File: src/rtl/cordic_vectoring_engine_pkg.sv
// Shared constants for the vectoring CORDIC: angle format, gain constant,
// FSM state encodings and the arctangent table.
// Angle format: 45 deg = 0x10000000, 90 deg = 0x20000000, 180 deg = 0x40000000.
// Optional gain compensation is selected with the macro CORDIC_GAIN_COMP_EN.
package cordic_vectoring_engine_pkg;

   localparam logic [31:0] ANG_90     = 32'h2000_0000;
   localparam logic [31:0] ANG_NEG_90 = 32'hE000_0000;
   localparam logic [31:0] ANG_180    = 32'h4000_0000;

   // 1/An for the CORDIC gain, unsigned Q1.31 (0.6072529350)
   localparam logic [31:0] CORDIC_K   = 32'h4DBA_76D4;

   localparam int ATAN_ENTRIES = 30;

   typedef enum logic [2:0] {
      ST_IDLE = 3'd0,
      ST_PRE  = 3'd1,
      ST_ITER = 3'd2,
`ifdef CORDIC_GAIN_COMP_EN
      ST_GAIN = 3'd3,
`endif
      ST_DONE = 3'd4
   } state_t;

   // atan(2^-i) expressed in angle LSBs; indices past the table return 0
   function automatic logic [31:0] atan_lut(input logic [4:0] idx);
      logic [31:0] val;
      case (idx)
         5'd0:    val = 32'h1000_0000;
         5'd1:    val = 32'h0972_028E;
         5'd2:    val = 32'h04FD_9C2E;
         5'd3:    val = 32'h0288_88EA;
         5'd4:    val = 32'h0145_86A2;
         5'd5:    val = 32'h00A2_EBF1;
         5'd6:    val = 32'h0051_7B0F;
         5'd7:    val = 32'h0028_BE2B;
         5'd8:    val = 32'h0014_5F2A;
         5'd9:    val = 32'h000A_2F98;
         5'd10:   val = 32'h0005_17CC;
         5'd11:   val = 32'h0002_8BE6;
         5'd12:   val = 32'h0001_45F3;
         5'd13:   val = 32'h0000_A2FA;
         5'd14:   val = 32'h0000_517D;
         5'd15:   val = 32'h0000_28BE;
         5'd16:   val = 32'h0000_145F;
         5'd17:   val = 32'h0000_0A30;
         5'd18:   val = 32'h0000_0518;
         5'd19:   val = 32'h0000_028C;
         5'd20:   val = 32'h0000_0146;
         5'd21:   val = 32'h0000_00A3;
         5'd22:   val = 32'h0000_0051;
         5'd23:   val = 32'h0000_0029;
         5'd24:   val = 32'h0000_0014;
         5'd25:   val = 32'h0000_000A;
         5'd26:   val = 32'h0000_0005;
         5'd27:   val = 32'h0000_0003;
         5'd28:   val = 32'h0000_0001;
         5'd29:   val = 32'h0000_0001;
         default: val = 32'h0000_0000;
      endcase
      return val;
   endfunction

endpackage

File: src/rtl/cordic_vectoring_engine_if.sv
// Handshake bundle between the vectoring engine and its producer/consumer.
// The master side supplies vectors and accepts results; the slave is the engine.
interface cordic_vectoring_engine_if;

   logic [31:0] x_in;
   logic [31:0] y_in;
   logic        in_valid;
   logic        in_ready;
   logic [31:0] mag_out;
   logic [31:0] angle_out;
   logic        out_valid;
   logic        out_ready;

   modport master (
      output x_in, y_in, in_valid, out_ready,
      input  in_ready, mag_out, angle_out, out_valid
   );

   modport slave (
      input  x_in, y_in, in_valid, out_ready,
      output in_ready, mag_out, angle_out, out_valid
   );

endinterface

File: src/rtl/cordic_vectoring_engine_precorrect.sv
// Quadrant fold: rotates a left-half-plane vector by +/-90 deg into the right
// half-plane and reports the angle already consumed. Purely combinational.
module cordic_vec_precorrect
   import cordic_vectoring_engine_pkg::*;
#(
   parameter int IW = 34
) (
   input  logic signed [IW-1:0] x,
   input  logic signed [IW-1:0] y,
   output logic signed [IW-1:0] x_fold,
   output logic signed [IW-1:0] y_fold,
   output logic        [31:0]   z_init
);

   // y >= 0 (including y = 0) folds by -90 deg so x<0, y=0 ends at +180 deg
   always_comb begin
      x_fold = x;
      y_fold = y;
      z_init = '0;
      if (x[IW-1]) begin
         if (!y[IW-1]) begin
            x_fold = y;
            y_fold = -x;
            z_init = ANG_90;
         end else begin
            x_fold = -y;
            y_fold = x;
            z_init = ANG_NEG_90;
         end
      end
   end

endmodule

File: src/rtl/cordic_vectoring_engine.sv
// Iterative vectoring-mode CORDIC: (x, y) -> (magnitude, angle).
// One vector in flight; quadrant fold, N_ITER micro-rotations, then result
// held on a valid/ready output.
// Define CORDIC_GAIN_COMP_EN to add a GAIN state that scales the magnitude by
// 1/An; otherwise mag_out carries the raw CORDIC gain (~1.6468).
module cordic_vectoring_engine
   import cordic_vectoring_engine_pkg::*;
#(
   parameter int N_ITER = 24,
   parameter int IW     = 34
) (
   input logic clk,
   input logic rst_n,
   cordic_vectoring_engine_if.slave bus
);

   state_t state;
   state_t state_next;

   logic signed [IW-1:0] x_r;
   logic signed [IW-1:0] y_r;
   logic        [31:0]   z_r;
   logic        [4:0]    iter_cnt;

   logic signed [IW-1:0] x_in_ext;
   logic signed [IW-1:0] y_in_ext;
   logic signed [IW-1:0] x_fold;
   logic signed [IW-1:0] y_fold;
   logic        [31:0]   z_fold;
   logic signed [IW-1:0] x_shr;
   logic signed [IW-1:0] y_shr;
   logic        [31:0]   atan_i;
   logic                 last_iter;
   logic                 vec_zero;
   logic        [31:0]   mag_sat;

   assign x_in_ext  = {{(IW-32){bus.x_in[31]}}, bus.x_in};
   assign y_in_ext  = {{(IW-32){bus.y_in[31]}}, bus.y_in};
   assign x_shr     = x_r >>> iter_cnt;
   assign y_shr     = y_r >>> iter_cnt;
   assign atan_i    = atan_lut(iter_cnt);
   assign last_iter = (iter_cnt == 5'(N_ITER - 1));
   // a zero vector stays zero through every rotation; freezing z keeps its angle at 0
   assign vec_zero  = (x_r == '0) && (y_r == '0);
   // x is non-negative after the fold, so any bit at or above 31 means overflow
   assign mag_sat   = (|x_r[IW-1:31]) ? 32'h7FFF_FFFF : {1'b0, x_r[30:0]};

   assign bus.in_ready = (state == ST_IDLE);

`ifdef CORDIC_GAIN_COMP_EN
   logic [IW+31:0]       gain_prod;
   logic signed [IW-1:0] x_gain;

   assign gain_prod = {32'b0, x_r} * {{IW{1'b0}}, CORDIC_K};
   assign x_gain    = IW'(gain_prod >> 31);
`endif

   cordic_vec_precorrect #(.IW(IW)) u_precorrect (
      .x      (x_r),
      .y      (y_r),
      .x_fold (x_fold),
      .y_fold (y_fold),
      .z_init (z_fold)
   );

   // State register
   always_ff @(posedge clk or negedge rst_n) begin
      if (!rst_n) state <= ST_IDLE;
      else        state <= state_next;
   end

   // Next-state sequencing: accept, fold, iterate, (scale), present
   always_comb begin
      state_next = state;
      case (state)
         ST_IDLE: if (bus.in_valid) state_next = ST_PRE;
         ST_PRE:  state_next = ST_ITER;
         ST_ITER: begin
            if (last_iter) begin
`ifdef CORDIC_GAIN_COMP_EN
               state_next = ST_GAIN;
`else
               state_next = ST_DONE;
`endif
            end
         end
`ifdef CORDIC_GAIN_COMP_EN
         ST_GAIN: state_next = ST_DONE;
`endif
         ST_DONE: if (bus.out_valid && bus.out_ready) state_next = ST_IDLE;
         default: state_next = ST_IDLE;
      endcase
   end

   // Datapath and registered outputs; DONE loads the result once, then holds it
   always_ff @(posedge clk or negedge rst_n) begin
      if (!rst_n) begin
         x_r           <= '0;
         y_r           <= '0;
         z_r           <= '0;
         iter_cnt      <= '0;
         bus.mag_out   <= '0;
         bus.angle_out <= '0;
         bus.out_valid <= 1'b0;
      end else begin
         case (state)
            ST_IDLE: begin
               if (bus.in_valid) begin
                  x_r <= x_in_ext;
                  y_r <= y_in_ext;
               end
            end
            ST_PRE: begin
               x_r      <= x_fold;
               y_r      <= y_fold;
               z_r      <= z_fold;
               iter_cnt <= '0;
            end
            ST_ITER: begin
               if (!y_r[IW-1]) begin
                  x_r <= x_r + y_shr;
                  y_r <= y_r - x_shr;
                  if (!vec_zero) z_r <= z_r + atan_i;
               end else begin
                  x_r <= x_r - y_shr;
                  y_r <= y_r + x_shr;
                  z_r <= z_r - atan_i;
               end
               iter_cnt <= iter_cnt + 5'd1;
            end
`ifdef CORDIC_GAIN_COMP_EN
            ST_GAIN: begin
               x_r <= x_gain;
            end
`endif
            ST_DONE: begin
               if (!bus.out_valid) begin
                  bus.mag_out   <= mag_sat;
                  bus.angle_out <= z_r;
                  bus.out_valid <= 1'b1;
               end else if (bus.out_ready) begin
                  bus.out_valid <= 1'b0;
               end
            end
            default: ;
         endcase
      end
   end

endmodule

File: src/flat_wrapper.sv
// flat-port wrapper written by rule: the top's interface ports become plain ports
module cordic_vectoring_engine_flat import cordic_vectoring_engine_pkg::*;
#(
   parameter int N_ITER = 24,
   parameter int IW     = 34
)
  (clk, rst_n, bus_x_in, bus_y_in, bus_in_valid, bus_out_ready, bus_in_ready, bus_mag_out, bus_angle_out, bus_out_valid);
  cordic_vectoring_engine_if bus_i ();
  input logic clk;
  input logic rst_n;
  input wire logic [$bits(bus_i.x_in)-1:0] bus_x_in;
  input wire logic [$bits(bus_i.y_in)-1:0] bus_y_in;
  input wire logic [$bits(bus_i.in_valid)-1:0] bus_in_valid;
  input wire logic [$bits(bus_i.out_ready)-1:0] bus_out_ready;
  output wire logic [$bits(bus_i.in_ready)-1:0] bus_in_ready;
  output wire logic [$bits(bus_i.mag_out)-1:0] bus_mag_out;
  output wire logic [$bits(bus_i.angle_out)-1:0] bus_angle_out;
  output wire logic [$bits(bus_i.out_valid)-1:0] bus_out_valid;
  assign bus_i.x_in = bus_x_in;
  assign bus_i.y_in = bus_y_in;
  assign bus_i.in_valid = bus_in_valid;
  assign bus_i.out_ready = bus_out_ready;
  assign bus_in_ready = bus_i.in_ready;
  assign bus_mag_out = bus_i.mag_out;
  assign bus_angle_out = bus_i.angle_out;
  assign bus_out_valid = bus_i.out_valid;
  cordic_vectoring_engine #(.N_ITER(N_ITER), .IW(IW)) u_core (.clk(clk), .rst_n(rst_n), .bus(bus_i));
endmodule
File: config.mk
export PLATFORM = sky130hd
export DESIGN_NAME = cordic_vectoring_engine_flat
export DESIGN_NICKNAME = d
export VERILOG_FILES = /design/src/rtl/cordic_vectoring_engine_pkg.sv /design/src/rtl/cordic_vectoring_engine_if.sv /design/src/rtl/cordic_vectoring_engine_precorrect.sv /design/src/rtl/cordic_vectoring_engine.sv /design/src/flat_wrapper.sv
export SDC_FILE = /design/constraint.sdc
export NUM_CORES = 1
export LEC_CHECK = 0
export ABC_AREA = 1
export CAP_MARGIN = 25
export CORE_ASPECT_RATIO = 2
export CORE_UTILIZATION = 35
export DETAILED_ROUTE_END_ITERATION = 10
export GPL_ROUTABILITY_DRIVEN = 0
export HOLD_SLACK_MARGIN = 0.12
export SYNTH_ARGS = -nofsm -noshare
export SYNTH_HDL_FRONTEND = slang
export SYNTH_SLANG_ARGS = --single-unit
File: constraint.sdc
create_clock -name clk -period 4.5 [get_ports clk]
set_input_delay 0.9 -clock clk [delete_from_list [all_inputs] [get_ports clk]]
set_output_delay 0.9 -clock clk [all_outputs]
set_load 0.02 [all_outputs]
==> results.yml, run 1 <==
synthesis:
  synth_top_cell_area_share_pct: 20.1
  ys_seq_elements: 172
  async_flop_share_pct: 100
  synth_edf_count: 0
  ys_types: 70
  syn_avg_cell_area_sq_um: 5.98
  synth_nets: 3759
  yosysSeqAreaShare_pct: 20.1
  syn-cell-area_sq_um: 21400
  synth-main-ff-cell: "dfrtp_1"
  ys_top_cells_by_area: "dfrtp_1, nand2_1, nand3_1"
  yosysWarnings: 0
  syn_inst: 3577
  yosys.area.top_type: "dfrtp_1"
detailed_routing:
  routedWlPerCell_microns: 22.8
  vias_per_cell: 5.75
  drc_errors: 0
  drtAntennaViolNets: 0
  initialDrtViolationCount: 2979
  routed_wl_microns: 116000
  drt_first_pass_iters: 7
  vias: 29241
setup_path:
  end_kind: "register"
  required_ns: 4.89
  critPathMaxFanout: 19
  path_class: "register to register"
  crit_arrival_ns: 5.23
  start_kind: "register"
  r2r_cells: 31
  cp_common_cell: "nand2_1"
  cp_slowest_cell: "dfrtp_2"
  critPathMaxStageDelay_ns: 0.48
global_route:
  grt_pass1_wl_microns: 168000
  antenna_found_initial: 6
  grt_max_degree: 104
  overflow: 0
  grt_usage_pct: 37.0
  grt_pass1_vias: 27891
sta:
  slew_headroom_pct: 18.4
  worst_slack_ns: -0.341
  worst_slew_pin_slew_ns: 1.21
  timing.final.crit_share_pct: 108
  setup_viol: 41
  rsz0062_at_grt: "yes"
  hold_viol: 0
  finalWorstPathRequiredPeriod_ns: 4.84
  skew_ns: 0.0181
  max_clock_freq_mhz: 207
  report.final.slew_viol_count: 0
finish:
  final_common_cell: "nand2_1"
  fillers: 6077
  area_growth_pct: 46.0
  seq_area_sq_um: 4310
  multi_input_area_sq_um: 16800
  final_area_sq_um: 31200
  nets: 4480
  drive_gt1_share_pct: 28.9
  layout_common_cells: "nand2_1, buf_4, nand3_1"
clock_network:
  htreeDepth: 4
  cts.reportedPaths.clkPinSlew_ns: 0.08
  clock_path_buffers: 2
  ctsHoldBuffers: 0
  clock-sinks: 172
  clk_latency_ns: 0.48
  cts_buffers: 17
  cts-root-buf: "clkbuf_16"
  cts_tree: "built"
die:
  io_pins: 134
  start_util_pct: 35.5
  dieArea_sq_um: 62100
  dieHeight_microns: 352
  core_area_sq_um: 60200
  die_w_microns: 177
  row_count: 127
placed_design:
  dp_hpwl_microns: 87900
  portBuffers: 132
  placed_cell_area_sq_um: 28300
outcome:
  outcome: "complete, but fails checks"
  violations: "negative setup slack"
min_path:
  hold_path_class: "input pin to asynchronous set/reset pin"
run:
  max_cap_violations: 0
area by class of cell:
class                      count  area share [%]
multi-input combinational   2894            53.9
timing repair buffer         869            23.1
sequential                   172            13.8
inverter                     343            4.18
tap                          774            3.10
clock buffer                  19            1.42
clock inverter                13           0.481
timing repair inverter         1          0.0200
antenna                        2          0.0160
state kept, by name, indices dropped and copies added (netlist names):
| signal | cells |
|---|---|
| u_core.bus.mag_out | 31 |
| u_core.state | 3 |
| u_core.bus.angle_out | 32 |
| u_core.x_r | 34 |
| u_core.y_r | 34 |
| u_core.z_r | 32 |
| u_core.iter_cnt | 5 |
| u_core.bus.out_valid | 1 |
critical path, delay by kind of cell (launching register included):
| kind | cells | cell delay (ns) |
|---|---|---|
| buffers and inverters | 7 | 0.94 |
| DFF | 1 | 0.48 |
| and+or+nand+nor | 17 | 1.92 |
| AOI/OAI and AO/OA | 6 | 1.20 |
| adders and majority gates | 1 | 0.22 |
cell families after synthesis:
kind of cell / share of synthesized area (%)
mux: 1.57
buf+inv: 9.73
xor+xnor: 3.65
fa+ha+maj: 6.78
compound gates: 19.9
flops: 20.1
simple gates: 38.3
other cells: 0.0175
routing by layer:
metal	vias up	global-route usage, %	wire (microns)
met5	-	0	80
met4	6	38.3	14700
met3	673	9.20	9260
met2	1616	61.8	54300
met1	13493	36.1	37800
li1	13453	-	-
path summary, 6_finish.rpt:
kind                                               start                        to  slack (ns)
worst min register to register  u_core.bus.angle_out[31]  u_core.bus.angle_out[31]        0.49
worst max-delay path                  u_core.iter_cnt[0]            u_core.y_r[33]       -0.34
worst min-delay path                               rst_n    u_core.bus.mag_out[16]        0.44
worst max register to register        u_core.iter_cnt[0]            u_core.y_r[33]       -0.34
max in group asynchronous                          rst_n        u_core.iter_cnt[0]        2.99
min in group clk                u_core.bus.angle_out[31]  u_core.bus.angle_out[31]        0.49
cell usage after synthesis (9+ instances only):
master / count
ha_1: 111
o21ai_0: 290
o21ai_1: 9
a21oi_2: 10
xnor2_1: 36
a32oi_1: 19
o211ai_1: 14
nor2_1: 289
a31oi_1: 27
mux2_2: 29
nand2_1: 1007
or2_2: 33
buf_1: 20
dfrtp_1: 172
a21oi_1: 281
nor2_2: 9
o22ai_1: 12
clkbuf_1: 87
nand3_1: 443
o21a_1: 12
inv_1: 332
nor3_1: 38
nor4_1: 19
o221ai_1: 12
buf_6: 11
a21o_1: 13
xor2_1: 53
nand4_1: 29
nand2_2: 13
buf_2: 45
timing repair:
item	4_1_cts	5_1_grt
setup buffers	23	23
gates cloned	4	0
pin swaps	30	60
setup endpoints to repair	61	72
gates resized for setup	199	272
hold endpoints to repair	0	0
metrics by stage:
step | hold slack [ns] | util (%) | std cells | TNS, ns | worst slack [ns]
2_1_floorplan | 0.471 | - | 3577 | 0 | 0.330
3_3_place_gp | 0.475 | 46.9 | 4998 | -11.48 | -0.537
3_5_place_dp | 0.482 | 46.9 | 4998 | -14.38 | -0.570
4_1_cts | 0.473 | 49.7 | 5057 | -2.74 | -0.252
5_1_grt | 0.495 | 51.8 | 5085 | -21.57 | -0.635
6_report | 0.438 | 51.8 | 5087 | -5.65 | -0.341
Power of run 1 is not shown: default switching activity piles up to over one toggle a cycle in this logic, so the estimate is an artifact.
==> run 2, diff against run 1 <==
--- a/config.mk
+++ b/config.mk
@@ -6,6 +6,7 @@
 export NUM_CORES = 1
 export LEC_CHECK = 0
 export ABC_AREA = 1
+export ABC_CLOCK_PERIOD_IN_PS = 4500
 export CAP_MARGIN = 25
 export CORE_ASPECT_RATIO = 2
 export CORE_UTILIZATION = 35
==> results of run 2 <==
The final DEF is identical to that of run 1; final timing and power are the same.
Power of run 2 is left out for the same reason.
